`config.mk`:
```
export PLATFORM = sky130hd
export DESIGN_NAME = ndigit_7segm_scan
export DESIGN_NICKNAME = d
export VERILOG_FILES = /design/src/rtl/ndigit_7segm_scan.sv
export SDC_FILE = /design/constraint.sdc
export NUM_CORES = 1
export LEC_CHECK = 0
export ABC_AREA = 1
export CORE_ASPECT_RATIO = 0.75
export CORE_MARGIN = 8
export CORE_UTILIZATION = 49
export DETAILED_ROUTE_END_ITERATION = 10
export PLACE_DENSITY = 0.75
export REMOVE_ABC_BUFFERS = 1
export SETUP_SLACK_MARGIN = 0.4
export SYNTH_ARGS = -nofsm -noshare
export SYNTH_HDL_FRONTEND = slang
export SYNTH_SLANG_ARGS = --single-unit
```
`constraint.sdc`:
```
create_clock -name clk -period 1.9 [get_ports clk]
set_input_delay 0.285 -clock clk [delete_from_list [all_inputs] [get_ports clk]]
set_output_delay 0.285 -clock clk [all_outputs]
set_load 0.02 [all_outputs]
```
`src/rtl/ndigit_7segm_scan.sv`:
```
// ndigit_7segm_scan: N-digit multiplexed 7-segment BCD display scanner.
// Double-buffered display data with frame-aligned update.
//
// Parameters:
//   NDIGITS  - number of multiplexed digits (1..8)
//   PRESCALE - clock cycles each digit stays selected (2..65536)
// Ports:
//   clk          - clock, rising edge
//   rst_n        - asynchronous active-low reset
//   bcd_in       - packed BCD, digit k at [4k+3:4k]
//   load         - capture bcd_in this cycle
//   LED_type_ctl - 1 = common cathode, 0 = common anode
//   seg_out      - {a,b,c,d,e,f,g}, registered
//   an_out       - one-hot digit select, registered
//   frame_sync   - one-cycle pulse after index wraps to 0
// Build option:
//   LEADING_ZERO_BLANK_EN - blank zero digits above the most
//   significant non-zero digit (digit 0 always shown).
module ndigit_7segm_scan #(
  parameter int NDIGITS  = 4,
  parameter int PRESCALE = 16
) (
  input  logic                   clk,
  input  logic                   rst_n,
  input  logic [4*NDIGITS-1:0]   bcd_in,
  input  logic                   load,
  input  logic                   LED_type_ctl,
  output logic [6:0]             seg_out,
  output logic [NDIGITS-1:0]     an_out,
  output logic                   frame_sync
);

  localparam int PW = $clog2(PRESCALE);
  localparam int IW = (NDIGITS > 1) ? $clog2(NDIGITS) : 1;
  localparam logic [PW-1:0] PMAX = PW'(PRESCALE - 1);
  localparam logic [IW-1:0] IMAX = IW'(NDIGITS - 1);

  logic [PW-1:0]          presc_q, presc_d;
  logic [IW-1:0]          idx_q, idx_d;
  logic [4*NDIGITS-1:0]   shadow_q, shadow_d;
  logic [4*NDIGITS-1:0]   disp_q, disp_d;
  logic                   pend_q, pend_d;
  logic [6:0]             seg_q, seg_d;
  logic [NDIGITS-1:0]     an_q, an_d;
  logic                   fs_q, fs_d;

  logic                   tick;
  logic                   wrap;
  logic [3:0]             cur;
  logic                   blk;
  logic [NDIGITS-1:0]     blank_v;
  logic [NDIGITS-1:0]     an_hot;
  logic [6:0]             code;

  function automatic logic [6:0] seg7(input logic [3:0] d);
    logic [6:0] s;
    case (d)
      4'd0:    s = 7'b1111110;
      4'd1:    s = 7'b0110000;
      4'd2:    s = 7'b1101101;
      4'd3:    s = 7'b1111001;
      4'd4:    s = 7'b0110011;
      4'd5:    s = 7'b1011011;
      4'd6:    s = 7'b1011111;
      4'd7:    s = 7'b1110000;
      4'd8:    s = 7'b1111111;
      4'd9:    s = 7'b1111011;
      default: s = 7'b0000001;
    endcase
    return s;
  endfunction

  // Scan counters and double-buffered data
  always_comb begin
    tick     = (presc_q == PMAX);
    wrap     = tick && (idx_q == IMAX);
    presc_d  = tick ? '0 : presc_q + 1'b1;
    idx_d    = idx_q;
    if (tick) begin
      idx_d = (idx_q == IMAX) ? '0 : idx_q + 1'b1;
    end
    shadow_d = shadow_q;
    disp_d   = disp_q;
    pend_d   = pend_q;
    if (load) begin
      shadow_d = bcd_in;
    end
    // Display data only changes at a frame boundary; a load on
    // the boundary itself bypasses the shadow.
    if (wrap) begin
      if (load) begin
        disp_d = bcd_in;
      end else if (pend_q) begin
        disp_d = shadow_q;
      end
      pend_d = 1'b0;
    end else if (load) begin
      pend_d = 1'b1;
    end
  end

  // Leading-zero mask: bit k set when digits k..top are all zero
`ifdef LEADING_ZERO_BLANK_EN
  always_comb begin
    logic run;
    run     = 1'b1;
    blank_v = '0;
    for (int k = NDIGITS - 1; k >= 1; k--) begin
      run        = run && (disp_q[4*k +: 4] == 4'd0);
      blank_v[k] = run;
    end
  end
`else
  assign blank_v = '0;
`endif

  // Current digit select and output encode
  always_comb begin
    cur    = '0;
    blk    = 1'b0;
    an_hot = '0;
    for (int k = 0; k < NDIGITS; k++) begin
      if (idx_q == IW'(k)) begin
        cur       = disp_q[4*k +: 4];
        blk       = blank_v[k];
        an_hot[k] = 1'b1;
      end
    end
    code  = blk ? 7'b0000000 : seg7(cur);
    seg_d = LED_type_ctl ? code : ~code;
    an_d  = LED_type_ctl ? ~an_hot : an_hot;
    fs_d  = wrap;
  end

  always_ff @(posedge clk or negedge rst_n) begin
    if (!rst_n) begin
      presc_q  <= '0;
      idx_q    <= '0;
      shadow_q <= '0;
      disp_q   <= '0;
      pend_q   <= 1'b0;
      seg_q    <= '0;
      an_q     <= '0;
      fs_q     <= 1'b0;
    end else begin
      presc_q  <= presc_d;
      idx_q    <= idx_d;
      shadow_q <= shadow_d;
      disp_q   <= disp_d;
      pend_q   <= pend_d;
      seg_q    <= seg_d;
      an_q     <= an_d;
      fs_q     <= fs_d;
    end
  end

  assign seg_out    = seg_q;
  assign an_out     = an_q;
  assign frame_sync = fs_q;

endmodule

```
==> metrics.txt <==
CTS H-tree depth=2; RSZ-0062 raised after global routing=yes; violations in the final reports=setup timing; total clock buffers created by CTS=5; number of detailed-route iterations in the first pass=5; DRC violation count after routing=0; via/cell ratio=5.58; Remaining Overflow, GRT=0; die area=7300 µm²; cell count after synthesis=268; count of pins on the block boundary=32; non-filler instance count after layout=391; worst setup slack after placement=-105 ps; Worst Reg2Reg Path Length in Cells=15; yosys synthesis warning count=0; total vias in the final route=2180; sequence of cells on the critical path=inv_4 > ha_4 > nand2_4 > nand2_4 > nand3_2 > nand2_2 > o21ai_4 > buf_6 > ha_4 > inv_2 > nand3_2 > nand3_2 > nand2_1 > nand2_1 > nand2_1; average instance area after synthesis=8.79 µm²; Peak VDD IR=0.416 mV; average wire per cell in the routed design=18.1 µm; share of the cycle needed by the critical path after routing=106%; Setup crit start=idx_q[0]$_DFFE_PN0N_; placeable core region=4760 µm²; maximum buffer depth of the clock tree=2; number of sinks handled by clock tree synthesis=51; fin util=76.0%; Tightest Hold Check Type=input pin to async pin; Worst Hold Slack=72.8 ps; Yosys reg bits=51; sequential element share of the synthesized area=54.2%; clock tree skew after final layout=4.72 ps; dominant cell type by area after synthesis=sky130_fd_sc_hd__dfrtp_1; proportion of layout cells with a drive suffix above 1=35.3%; layer carrying the most global-route usage=met2; clock latency on the worst-skew pair=310 ps; actual transition at the worst max-transition pin=617 ps; final hold viol count=0; layout overhead on the synthesized area=53.7%; post-route setup slack=-110 ps; number of core rows=22; number of max-slew violations in the final report=0; die width=96.0 µm; antenna violations before repair=0; leakage power=1.77 nW; Arr. time, crit path=2210 ps; number of DRC markers after the initial detailed-route iteration=215; Antenna Cells=0; Detail Placement HPWL=3.43 mm; final antenna-violating net count=0; Critical Setup Path Class=flop to flop; startpoint of the lowest-slack register-to-register path=idx_q[0]$_DFFE_PN0N_; Mapped Area=2350 µm²; fraction of met3 tracks used by global routing=4.53%; startpoint types=flop; GRT met2 Usage=31.5%; kind of capture point of the worst setup path=flop; Net count, final=360; Largest delay share family, worst path=simple AND/OR/NAND/NOR gates; normalized max-slew margin=58.8%; Area contributors post-synth=sky130_fd_sc_hd__dfrtp_1, sky130_fd_sc_hd__nand2_1, sky130_fd_sc_hd__ha_1, sky130_fd_sc_hd__nand3_1, sky130_fd_sc_hd__a31oi_1; final critical path time including I/O delays and setup=2010 ps; RD Place Congestion=0.843; vertical extent of the die=76.0 µm; Critical Path RT=2100 ps; number of global-route vias before repair=2235; critical register-to-register path endpoint=seg_out[6]$_DFF_PN0_; power per unit of standard cell area=628 nW/µm²; GRT Util Overall=19.3%; Critical path buffers and inverters=3; library cells used by synthesis=22; peak per-stage delay on the critical path=480 ps; number of violations of the max-capacitance limit=0; global-route wire length before repair=11.1 mm; effective utilization at floorplan=49.4%; clock tree from TritonCTS=done; Setup Viol. Count Final=4; r2r setup slk=-110 ps; most frequent standard cell in the layout excluding fill and tap cells=sky130_fd_sc_hd__nand2_1; I/O Buffers=31; sum of routed wire length over all layers=7.07 mm; commonest non-fill, non-tap cells in the layout=sky130_fd_sc_hd__nand2_1, sky130_fd_sc_hd__dfrtp_1, sky130_fd_sc_hd__clkdlybuf4s50_1, sky130_fd_sc_hd__buf_4, sky130_fd_sc_hd__nand2_4; Yosys top cell area share=54.2%; Hold-fix buffers, CTS=0; cell count after placement=366; highest-delay cell along the critical path=sky130_fd_sc_hd__dfrtp_2; met1 track utilization from global routing=22.8%; highest net fanout along the worst path=3; run status=finished, violations left; maximum number of pins on one net before global-route repair=52; Fmax achieved=498 MHz; clk slew on worst S/H paths=90 ps; Root Buffer Master=sky130_fd_sc_hd__clkbuf_8
[timing repair]
item / in CTS / in global routing
setup endpoints to repair: 35 / 24
pin swaps: 20 / 11
gates cloned: 4 / 0
buffers inserted: 9 / 4
resized for setup: 102 / 36
[area by class of cell]
cell class	count	area (µm²)
clock buffers	6	82.6
clock inverters	2	16.3
fillers	286	1140
inverters	21	93.8
multi-input cells	188	1400
flip-flops and latches	51	1280
well taps	60	75.1
repair buffers	63	671
[registers in the layout (all words and copies together) (netlist names)]
signal and flops:
disp_q 16, shadow_q 16, seg_out 7, an_out 4, presc_q 4, idx_q 2
frame_sync 1, pend_q 1
[through the flow]
step / TNS (ps) / total power [mW] / instance area [µm²]
floorplan: -1750 / 1.36 / 2300
global placement: 0 / 1.52 / 2810
detailed placement: -212 / 1.53 / 2810
CTS: 0 / 2.23 / 3420
global route: -845 / 2.35 / 3620
finish: -314 / 2.27 / 3620
[cell families after synthesis]
family                   share of synthesized area, %
XOR/XNOR                                         1.86
AO/OA/AOI/OAI                                    7.76
buffers and inverters                            5.74
flip-flops                                       54.2
AND/OR/NAND/NOR                                  25.1
adder cells (fa/ha/maj)                          5.31
[power breakdown]
group	internal, mW	total, mW	leakage, nW	switching [mW]
combinational	0.169	0.412	1.11	0.243
clock	0.298	0.666	0.0474	0.368
sequential	1.16	1.20	0.613	0.0371
[routing by layer]
layer	share of wire [%]	routed length, µm
met1	39	2760
met2	50	3550
met3	7.6	537
met4	3.1	221
met5	0	0
[worst max-delay path by stage]
stage                                 endpoint  slack, ps  depth (start not counted)
after floorplan           seg_out[3]$_DFF_PN0_       -110                         11
after CTS                 seg_out[3]$_DFF_PN0_         50                         13
final                     seg_out[6]$_DFF_PN0_       -110                         15
after global placement    seg_out[3]$_DFF_PN0_         10                         14
after global routing      seg_out[3]$_DFF_PN0_       -190                         15
after detailed placement  seg_out[3]$_DFF_PN0_       -110                         14
[synthesized netlist by cell type]
cell type and n:
sky130_fd_sc_hd__inv_1 19, sky130_fd_sc_hd__clkbuf_1 2, sky130_fd_sc_hd__nand3_1 24, sky130_fd_sc_hd__nor3_1 1, sky130_fd_sc_hd__dfrtp_1 51, sky130_fd_sc_hd__buf_6 1
sky130_fd_sc_hd__nor4_4 1, sky130_fd_sc_hd__nand2_2 3, sky130_fd_sc_hd__o21ai_0 8, sky130_fd_sc_hd__nand2_1 97, sky130_fd_sc_hd__buf_4 3, sky130_fd_sc_hd__xor2_1 5
sky130_fd_sc_hd__a21oi_1 7, sky130_fd_sc_hd__or2_2 1, sky130_fd_sc_hd__a21oi_4 1, sky130_fd_sc_hd__a21oi_2 1, sky130_fd_sc_hd__a31oi_1 12, sky130_fd_sc_hd__buf_2 3
sky130_fd_sc_hd__ha_1 10, sky130_fd_sc_hd__nor2_1 15, sky130_fd_sc_hd__inv_2 2, sky130_fd_sc_hd__a21boi_0 1
Note: power is estimated with default switching activity, not from simulation.
